$ cat config.mk
export PLATFORM = sky130hd
export DESIGN_NAME = mem_bus_arbiter
export DESIGN_NICKNAME = d
export VERILOG_FILES = /design/src/rtl/mem_bus_arbiter_pkg.sv /design/src/rtl/mem_bus_arbiter_watchdog.sv /design/src/rtl/mem_bus_arbiter.sv
export SDC_FILE = /design/constraint.sdc
export NUM_CORES = 1
export LEC_CHECK = 0
export CAP_MARGIN = 10
export CORE_MARGIN = 2
export CORE_UTILIZATION = 40
export DETAILED_ROUTE_END_ITERATION = 12
export PLACE_DENSITY = 0.83
export SLEW_MARGIN = 20
export SYNTH_ARGS = -nofsm -noshare
export SYNTH_HDL_FRONTEND = slang
export SYNTH_SLANG_ARGS = --single-unit
$ cat constraint.sdc
create_clock -name clk -period 3.7 [get_ports clk]
set_input_delay 1.11 -clock clk [delete_from_list [all_inputs] [get_ports clk]]
set_output_delay 1.11 -clock clk [all_outputs]
set_load 0.02 [all_outputs]
$ cat src/rtl/mem_bus_arbiter_pkg.sv
// Shared constants and types for the two-requester memory bus arbiter.
// Holds word/address sizes, the arbiter state type and the default watchdog limit.
package mem_bus_arbiter_pkg;

  localparam int unsigned WORD_SIZE           = 19;
  localparam int unsigned ADDR_SIZE           = 20;
  localparam int unsigned ARB_TIMEOUT_DEFAULT = 15;

  typedef enum logic [1:0] {
    IDLE    = 2'd0,
    BUSY_IF = 2'd1,
    BUSY_DM = 2'd2
  } arb_state_e;

  typedef enum logic {
    REQ_IF = 1'b0,
    REQ_DM = 1'b1
  } requester_e;

  // Round-robin pick: on a tie the requester not granted last wins.
  function automatic requester_e pick_winner(input logic       if_req,
                                             input logic       dm_req,
                                             input requester_e last_grant);
    if (if_req && dm_req) begin
      return (last_grant == REQ_IF) ? REQ_DM : REQ_IF;
    end
    return dm_req ? REQ_DM : REQ_IF;
  endfunction

endpackage

$ cat src/rtl/mem_bus_arbiter_watchdog.sv
// arb_watchdog: counts busy cycles without acknowledge and flags when LIMIT is reached.
// Only instantiated when ARB_TIMEOUT_EN is defined.
module arb_watchdog
  import mem_bus_arbiter_pkg::*;
#(
  parameter int unsigned LIMIT = ARB_TIMEOUT_DEFAULT
) (
  input  logic clk,
  input  logic reset,
  input  logic clear,
  input  logic enable,
  output logic expired
);

  localparam int unsigned CNT_W = (LIMIT > 1) ? $clog2(LIMIT) : 1;

  logic [CNT_W-1:0] count;

  // Count holds 0 in the first busy cycle, so expiry lands on the LIMIT-th one.
  assign expired = enable && (count == CNT_W'(LIMIT - 1));

  always_ff @(posedge clk or posedge reset) begin
    if (reset) begin
      count <= '0;
    end else if (clear) begin
      count <= '0;
    end else if (enable && !expired) begin
      count <= count + CNT_W'(1);
    end
  end

endmodule

$ cat src/rtl/mem_bus_arbiter.sv
// Two-requester (fetch / data) arbiter onto a single-outstanding memory port.
// Define ARB_TIMEOUT_EN to add the busy-cycle watchdog that aborts stuck accesses.
module mem_bus_arbiter
  import mem_bus_arbiter_pkg::*;
#(
  parameter int unsigned DATA_W         = WORD_SIZE,
  parameter int unsigned ADDR_W         = ADDR_SIZE,
  parameter int unsigned TIMEOUT_CYCLES = ARB_TIMEOUT_DEFAULT
) (
  input  logic              clk,
  input  logic              reset,
  input  logic              if_req,
  input  logic [ADDR_W-1:0] if_addr,
  output logic              if_gnt,
  output logic              if_valid,
  output logic [DATA_W-1:0] if_rdata,
  input  logic              dm_req,
  input  logic              dm_we,
  input  logic [ADDR_W-1:0] dm_addr,
  input  logic [DATA_W-1:0] dm_wdata,
  output logic              dm_gnt,
  output logic              dm_valid,
  output logic [DATA_W-1:0] dm_rdata,
  output logic              mem_req,
  output logic              mem_we,
  output logic [ADDR_W-1:0] mem_addr,
  output logic [DATA_W-1:0] mem_wdata,
  input  logic              mem_ack,
  input  logic [DATA_W-1:0] mem_rdata,
  output logic              timeout_err
);

  if (TIMEOUT_CYCLES == 0) begin : g_bad_timeout
    $error("mem_bus_arbiter: TIMEOUT_CYCLES must be at least 1");
  end

  arb_state_e state;
  requester_e last_grant;
  requester_e winner;

  assign winner = pick_winner(if_req, dm_req, last_grant);

`ifdef ARB_TIMEOUT_EN
  logic wd_clear;
  logic wd_enable;
  logic expired;

  assign wd_clear  = (state == IDLE);
  assign wd_enable = (state != IDLE) && !mem_ack;

  arb_watchdog #(
    .LIMIT (TIMEOUT_CYCLES)
  ) u_watchdog (
    .clk     (clk),
    .reset   (reset),
    .clear   (wd_clear),
    .enable  (wd_enable),
    .expired (expired)
  );
`else
  assign timeout_err = 1'b0;
`endif

  // Arbitration FSM; every output is a register updated here.
  always_ff @(posedge clk or posedge reset) begin
    if (reset) begin
      state      <= IDLE;
      last_grant <= REQ_IF;
      if_gnt     <= 1'b0;
      if_valid   <= 1'b0;
      if_rdata   <= '0;
      dm_gnt     <= 1'b0;
      dm_valid   <= 1'b0;
      dm_rdata   <= '0;
      mem_req    <= 1'b0;
      mem_we     <= 1'b0;
      mem_addr   <= '0;
      mem_wdata  <= '0;
`ifdef ARB_TIMEOUT_EN
      timeout_err <= 1'b0;
`endif
    end else begin
      if_gnt   <= 1'b0;
      dm_gnt   <= 1'b0;
      if_valid <= 1'b0;
      dm_valid <= 1'b0;
`ifdef ARB_TIMEOUT_EN
      timeout_err <= 1'b0;
`endif
      case (state)
        IDLE: begin
          if (if_req || dm_req) begin
            last_grant <= winner;
            mem_req    <= 1'b1;
            if (winner == REQ_DM) begin
              state     <= BUSY_DM;
              dm_gnt    <= 1'b1;
              mem_we    <= dm_we;
              mem_addr  <= dm_addr;
              mem_wdata <= dm_wdata;
            end else begin
              state     <= BUSY_IF;
              if_gnt    <= 1'b1;
              mem_we    <= 1'b0;
              mem_addr  <= if_addr;
              mem_wdata <= '0;
            end
          end
        end
        BUSY_IF, BUSY_DM: begin
          // An acknowledge always wins over a coincident watchdog expiry.
          if (mem_ack) begin
            state   <= IDLE;
            mem_req <= 1'b0;
            mem_we  <= 1'b0;
            if (state == BUSY_IF) begin
              if_valid <= 1'b1;
              if_rdata <= mem_rdata;
            end else begin
              dm_valid <= 1'b1;
              if (!mem_we) begin
                dm_rdata <= mem_rdata;
              end
            end
          end
`ifdef ARB_TIMEOUT_EN
          else if (expired) begin
            state       <= IDLE;
            mem_req     <= 1'b0;
            mem_we      <= 1'b0;
            timeout_err <= 1'b1;
            if (state == BUSY_IF) begin
              if_valid <= 1'b1;
            end else begin
              dm_valid <= 1'b1;
            end
          end
`endif
        end
        default: begin
          state <= IDLE;
        end
      endcase
    end
  end

endmodule

## After elaboration in Yosys (flattened, before gate mapping)

Index checks and enable logic that the tools add are counted.

- Output and inout bits: 84
- Bits in registers: 86
- Logic and storage cells: 57
- Bits of input ports: 84

- Eq/ne operators: 4
- Reductions and logical operators: 10
- Bitwise logic cells: 2
- Multiplexer cells: 29

Operators with widths:

| kind | number |
|---|---|
| $mux 1 | 21 |
| $mux 20 | 1 |
| $mux 19 | 1 |
| $mux 2 | 3 |
| $reduce_and 3->1 | 2 |
| $ne 2x2->1 const B | 2 |
| $pmux 1 s2 | 2 |
| $pmux 2 s2 | 1 |
| $reduce_and 2->1 | 2 |
| $reduce_and 4->1 | 1 |
| $eq 2x1->1 const B | 1 |
| $eq 2x2->1 const B | 1 |
| $logic_not 2->1 | 1 |
| $not 1->1 | 2 |
| $reduce_bool 2->1 | 1 |
| $reduce_or 2->1 | 1 |
| $logic_and 1x1->1 | 1 |
| $logic_or 1x1->1 | 1 |

## Depth between registers and ports, before layout

Gate-level depths: netlist of the first run.

- Depth in word-level cells: 6
- Gate-level depth with buffers: 7
- Depth with buffers taken out: 5

## Worst setup path after synthesis of the first run

OpenSTA, ideal clock, no wires.

- Kind: input-to-reg
- Start point: input port mem_ack
- End point: register dm_rdata[0]
- Required time: 3.575 ns
- Cell stages on the path: 4
- Setup time: 0.125 ns
- Path buffers: 1
- Arrival: 2.000 ns
- Path slack: 1.575 ns
- Cells stage by stage: nand2_2 > nor3_4 > buf_8 > mux2_2

- Cells in the longest elaborated chain, start to end: 1

RTL lines:

| what | line | text |
|---|---|---|
| from (decl) | mem_bus_arbiter.sv:28 | `input logic mem_ack,` |
| $reduce_and 4->1 (no source line) | n/a |  |
| to (signal assigned) | mem_bus_arbiter.sv:122 | `dm_rdata <= mem_rdata;` |
| to (decl) | mem_bus_arbiter.sv:23 | `output logic [DATA_W-1:0] dm_rdata,` |

No other way between the ends.
A chain may end at the register's enable or synchronous reset.

## Worst setup path in the final report of the first run

- Start point: input port dm_req
- End point: register state[1]

- Cells in the longest elaborated chain, start to end: 6
- Elaborated cells between the ends (all ways): 10
- Classes of those cells: eq/ne: 1; mux: 6; reduce/logical: 3

RTL lines:

| what | line | text |
|---|---|---|
| from (decl) | mem_bus_arbiter.sv:17 | `input logic dm_req,` |
| $logic_and 1x1->1 | mem_bus_arbiter_pkg.sv:24 | `if (if_req && dm_req) begin` |
| $mux 1 | mem_bus_arbiter_pkg.sv:24 |  |
| $mux 1 | mem_bus_arbiter_pkg.sv:27 | `return dm_req ? REQ_DM : REQ_IF;` |
| $mux 2 | mem_bus_arbiter.sv:95 | `if (winner == REQ_DM) begin` |
| $mux 2 | mem_bus_arbiter.sv:92 | `if (if_req \|\| dm_req) begin` |
| $pmux 2 s2 | mem_bus_arbiter.sv:90 | `case (state)` |
| to (signal assigned) | mem_bus_arbiter.sv:96 | `state <= BUSY_DM;` |
| to (signal assigned) | mem_bus_arbiter.sv:102 | `state <= BUSY_IF;` |
| to (signal assigned) | mem_bus_arbiter.sv:113 | `state <= IDLE;` |
| to (decl) | mem_bus_arbiter.sv:37 | `arb_state_e state;` |

Several ways; a longest one is shown, not always the timed one. The select of a mux whose other input is x is not followed.

==> run metrics, run 1 <==
HPWL Detailed=6360 um; initial core utilization=41.3%; worst path required time=3.98 ns; Area growth, synth to finish=58.9%; Post-route DRC=0; RSZ-0062 raised after global routing=false; Syn. warnings=0; Post-CTS Setup Repair Bufs=0; clk_lat worst skew=0.34 ns; CP arrival=2.81 ns; Slew headroom=48.9%; post_cts resized=0; drt wl/cell=16.1 um; Least-Margin Pin Slew=0.766 ns; first-pass GRT wire length=13200 um; clk buf depth=2; power share of the sequential group=34.0%; routability cong.=0.722; Remaining Overflow, GRT=0; Hold WS=0.498 ns; post-synthesis net count=352; Crit-path slowest cell=and2_1; IO buf count=166; Yosys reg bits=86; fin cells=541; post-route ant nets=0; clock power share=15.4%; Max Freq=0.395 GHz; Synth cell types=27; average size of a mapped cell=12.8 um2; Die H=96.1 um; Starting DRT DRC Count=51; Slew Limit Fails=0; multi-input combinational cell area=1150 um2; Final Setup Violations=0; CP Launch Type=input pin; Switching Fraction=36.7%; post-layout util=65.6%; CTS tree=yes; leakage power=2.31 nW; power per cell area=891 nW/um2; ant diodes=0; top cells by area, synth=dfrtp_1, mux2_2, a21oi_1; post-route clock period utilization=68.5%; CORE AREA=8220 um2; Final Hold Viols=0; Placed Cells=525; CP Capture Type=flop; Hold Buf Count CTS=0; vias in the first global route=2819; crit-path cells=clkdlybuf4s50_1 > a21boi_2 > and2_1 > mux2_2; Die Wd=96.1 um; cell count after synthesis=265; worst vdd ir=468 uV; Crit path max-delay family=simple AND/OR/NAND/NOR gates; clk sinks=86; critical path class=in -> reg; die area=9230 um2; io pins=168; Final nets=518; total CTS buffers=9; synthesized area=3390 um2; DR pass1 iterations=4; Yosys top cell by area=dfrtp_1; CTS clk-pin slew, worst paths=0.08 ns; worst hold-check path type=reg -> reg; switching power=1.76 mW; Internal=3.04 mW; fill count=647; Final TNS setup=0 ns; Vias=2726; CP max stage delay=0.64 ns; vias per cell=5.04; initial antenna violation count=0; min cycle time layout=2.53 ns; outcome=complete, no violations; Reg area=2150 um2; Combinational Power Share=50.6%; layout cells sized above 1=15.4%; post-synth top area share=63.4%; sequential area share after synthesis=63.4%; Worst Path Max Fanout=22; gr usage total=19.0%; Routed WL=8690 um; Cell Rows=33; Layout Skew=0.0106 ns; CTS root buffer=clkbuf_8; Max Cap Viol=0; CP Buf/Inv Count=1; pin count of the biggest net entering global routing=55; H-tree depth=3
[metal layers]
layer	GRT usage, %	routed length, um
met3	7.28	905
met2	32.5	4310
met5	0	0
met4	6.90	163
met1	21.5	3310
[placed cells by master, fill, tap and decap left out, drive strengths merged]
cell / instances
o21ai: 1
a21o: 2
nand2: 22
nor2: 22
bufinv: 2
a22o: 20
a21oi: 38
and2: 1
inv: 3
clkbuf: 11
clkinvlp: 1
a221o: 1
ha: 3
a21boi: 1
and3: 1
a21bo: 1
o211ai: 1
or2b: 1
o21a: 1
nor3: 1
mux2: 39
conb: 1
or3b: 1
clkinv: 3
buf: 5
a32o: 1
dfrtp: 86
clkdlybuf4s50: 166
[worst paths after layout]
| kind | cells past startpoint | startpoint | slack (ns) | end |
|---|---|---|---|---|
| min in group asynchronous | 2 | reset | 1.14 | dm_rdata[2] |
| worst min register to register | 1 | mem_req | 0.50 | mem_req |
| worst max-delay path | 4 | dm_req | 1.17 | state[1] |
| max in group asynchronous | 3 | reset | 1.91 | mem_wdata[8] |
| worst max register to register | 5 | state[1] | 1.87 | state[1] |
| worst min-delay path | 1 | mem_req | 0.50 | mem_req |
[final cells by class]
type,count,area share (%)
Clock buffer,11,2.81
Clock inverter,5,1.51
Inverter,4,0.302
Multi-Input combinational cell,159,21.3
Sequential cell,86,39.9
Tap cell,105,2.44
Timing Repair Buffer,171,31.8
[synth_stat cells]
cell	n
o21a_1	1
a32o_1	1
a21oi_1	38
or2b_1	1
and2_1	1
ha_1	3
o211ai_1	1
mux2_2	39
nor2_1	22
nor3_4	1
a21boi_2	1
and3_1	1
buf_4	1
a21bo_2	1
o21ai_1	1
dfrtp_1	86
a22o_1	20
a221o_1	1
or3b_2	1
nand2_2	1
nand2_1	21
buf_8	1
conb_1	1
clkbuf_1	2
inv_1	4
buf_2	12
a21o_1	2
[logic make-up (layout without fill, tap and decap cells)]
logic type / Yosys count / in the layout / share of synthesized area, %
adders and majority gates: 3 / 3 / 1.11
DFF: 86 / 86 / 63.4
other: 1 / 1 / 0.111
and+or+nand+nor: 49 / 49 / 6.27
buffers and inverters: 20 / 191 / 3.10
AOI/OAI and AO/OA: 67 / 67 / 13.0
muxes: 39 / 39 / 12.9
[flip-flops by register name, summed over array words and instances, names as in the netlist]
| register | count |
|---|---|
| if_gnt | 1 |
| dm_valid | 1 |
| if_rdata | 19 |
| state | 2 |
| mem_addr | 20 |
| mem_we | 1 |
| if_valid | 1 |
| mem_req | 1 |
| last_grant | 1 |
| dm_gnt | 1 |
| dm_rdata | 19 |
| mem_wdata | 19 |
[metrics by stage]
step                      worst slack, ns  area [um2]  power (mW)
final                                1.17        5390        4.80
after global routing                 1.08        5390        5.08
after CTS                            1.15        5390        4.86
after detailed placement            0.812        5160        4.11
after global placement              0.869        5160        4.03
after floorplan                     0.368        3390        2.94
[power groups by stage]
stage / sequential (mW) / clock (mW) / combinational (mW)
3_3_place_gp: 1.63 / 0 / 2.41
5_1_grt: 1.69 / 0.793 / 2.60
2_1_floorplan: 2.15 / 0 / 0.790
4_1_cts: 1.64 / 0.761 / 2.47
6_report: 1.63 / 0.740 / 2.43
3_5_place_dp: 1.65 / 0 / 2.46
Note: power is estimated with default switching activity, not from simulation.
==> inputs of run 2 (changes only) <==
==> constraint.sdc (replaced) <==
create_clock -name clk -period 2.52 [get_ports clk]
set_input_delay 0.756 -clock clk [delete_from_list [all_inputs] [get_ports clk]]
set_output_delay 0.756 -clock clk [all_outputs]
set_load 0.02 [all_outputs]
==> run 2 against run 1 <==
First-iteration DRC count down 41%. Hold slack better by 0.0052 ns. Clock power up 29%. Core utilization up 0.64 points. Sequential cell count unchanged. Wire length down 0.93%. Total power up 46%. Register-to-register slack worse by 1.2 ns. Critical path type is now reg -> out.
==> run metrics, run 2 (synthesis gave the netlist of run 1 again) <==
worst vdd ir=598 uV (+28%); leakage power=2.34 nW (+1.2%); Crit. Startpoint=mem_we; Remaining Overflow, GRT=0 (unchanged); H-tree depth=3 (unchanged); R2R cell count=5 (unchanged); power per cell area=1290 nW/um2 (+44%); total CTS buffers=9 (unchanged); outcome=complete, no violations; Levels on crit path=1 (-3); hold path depth=1 (unchanged); DR pass1 iterations=4 (unchanged); Hold Buf Count CTS=0 (unchanged); HPWL Detailed=6450 um (+1.4%); WHS Endpoint=mem_wdata[18]; clk_lat worst skew=0.34 ns (about the same); routability cong.=0.799 (+11%); critical path class=reg -> out; Final Hold Viols=0 (unchanged); Slew headroom=64.9% (+16 points); CP max stage delay=0.66 ns (+0.02 ns); vias per cell=4.99 (-1.0%); CP Launch Type=flop; CTS root buffer=clkbuf_8; pin count of the biggest net entering global routing=36 (-35%); Slew Limit Fails=0 (unchanged); commonest cells after routing, fill and taps aside=clkdlybuf4s50_1, dfrtp_1, mux2_2; Die Wd=96.1 um (unchanged); Max Freq=0.461 GHz; die area=9230 um2 (unchanged); pre-CTS WS=0.173 ns (-0.639 ns); ant diodes=0 (unchanged); Area growth, synth to finish=60.5%; post_cts resized=0 (unchanged); gr usage total=19.1% (+0.12 points); total power draw=7.00 mW (+46%); Layout Skew=0.00927 ns (-0.00138 ns); Crit path max-delay family=buffers and inverters; Least-Margin Pin Slew=0.525 ns (-0.241 ns); crit-path cells=clkdlybuf4s50_1; Final TNS setup=0 ns (unchanged); worst path required time=1.76 ns (-2.22 ns); Post-CTS Setup Repair Bufs=0 (unchanged); CP Buf/Inv Count=1 (unchanged); post-route clock period utilization=86.0%; layout cells sized above 1=16.3% (+0.92 points); CORE AREA=8220 um2 (unchanged); reg2reg setup slack=0.67 ns (-1.20 ns); min cycle time layout=2.17 ns; r2r endpoint=state[1]; RSZ-0062 raised after global routing=false; reg-to-reg startpoint=state[1]; io pins=168 (unchanged); initial antenna violation count=0 (unchanged); Hold WS=0.503 ns (+0.00523 ns); Die H=96.1 um (unchanged); hold_sp=mem_wdata[18]; post-route ant nets=0 (unchanged); Cell Rows=33 (unchanged); CTS clk-pin slew, worst paths=0.08 ns (about the same); IO buf count=166 (unchanged); Crit-path slowest cell=clkdlybuf4s50_1; Starting DRT DRC Count=30 (-41%); clk sinks=86 (unchanged); CP Capture Type=primary output; clk buf depth=2 (unchanged); final worst slack=0.352 ns (-0.815 ns); CP arrival=1.41 ns (-1.40 ns); first-pass GRT wire length=13300 um (+0.57%); Max Cap Viol=0 (unchanged); CTS tree=yes; worst hold-check path type=reg -> reg; max reg flops=20 (unchanged); largest register by flop count=mem_addr; commonest non-fill, non-tap cell in the layout=clkdlybuf4s50_1; vias in the first global route=2804 (-0.53%); initial core utilization=41.3% (unchanged); drt wl/cell=15.7 um (-2.0%); Post-route DRC=0 (unchanged); Vias=2728 (+0.073%); Final nets=524 (+1.2%); Worst Path Max Fanout=3 (-86%); Final Setup Violations=0 (unchanged); Routed WL=8610 um (-0.93%)
## run 2: changes by cell type in the layout (fill, tap and decap cells not counted)
cell       delta
clkinv_4      -1
bufinv_16     -1
buf_4         +3
clkbuf_1      +1
clkinv_2      +1
buf_12        +3
## run 2: power by group
group	switching [mW]	internal, mW
registers	0.358	2.03
clock network	0.447	0.508
logic	1.76	1.89
## run 2: worst max path at each step
stage / endpoint
floorplan: dm_rdata[0]
global placement: state[1]
detailed placement: state[1]
CTS: mem_we
global route: mem_we
finish: mem_we
## run 2: metal layers
layer,track usage [%],share of wire [%],vias up,wire length [um]
met5,0,0,-,0
met4,5.71,0.94,0,81
met3,7.75,9.9,8,855
met2,31.5,49,116,4220
met1,22.9,40,1338,3450
li1,-,-,1266,-
## run 2: final cells by class
type	count	area (um2)
tap	105	131
clock inverter	4	45.0
multi-input combinational	159	1150
timing repair buffer	177	1790
inverter	4	18.8
clock buffer	12	155
fill	642	2770
sequential	86	2150
## run 2: metrics by stage
step                      utilization, %  instances  area (um2)
after global placement              63.8        531        5240
after floorplan                        -        265        3400
after CTS                           66.2        547        5440
final                               66.2        547        5440
after global routing                66.2        547        5440
after detailed placement            63.8        531        5240
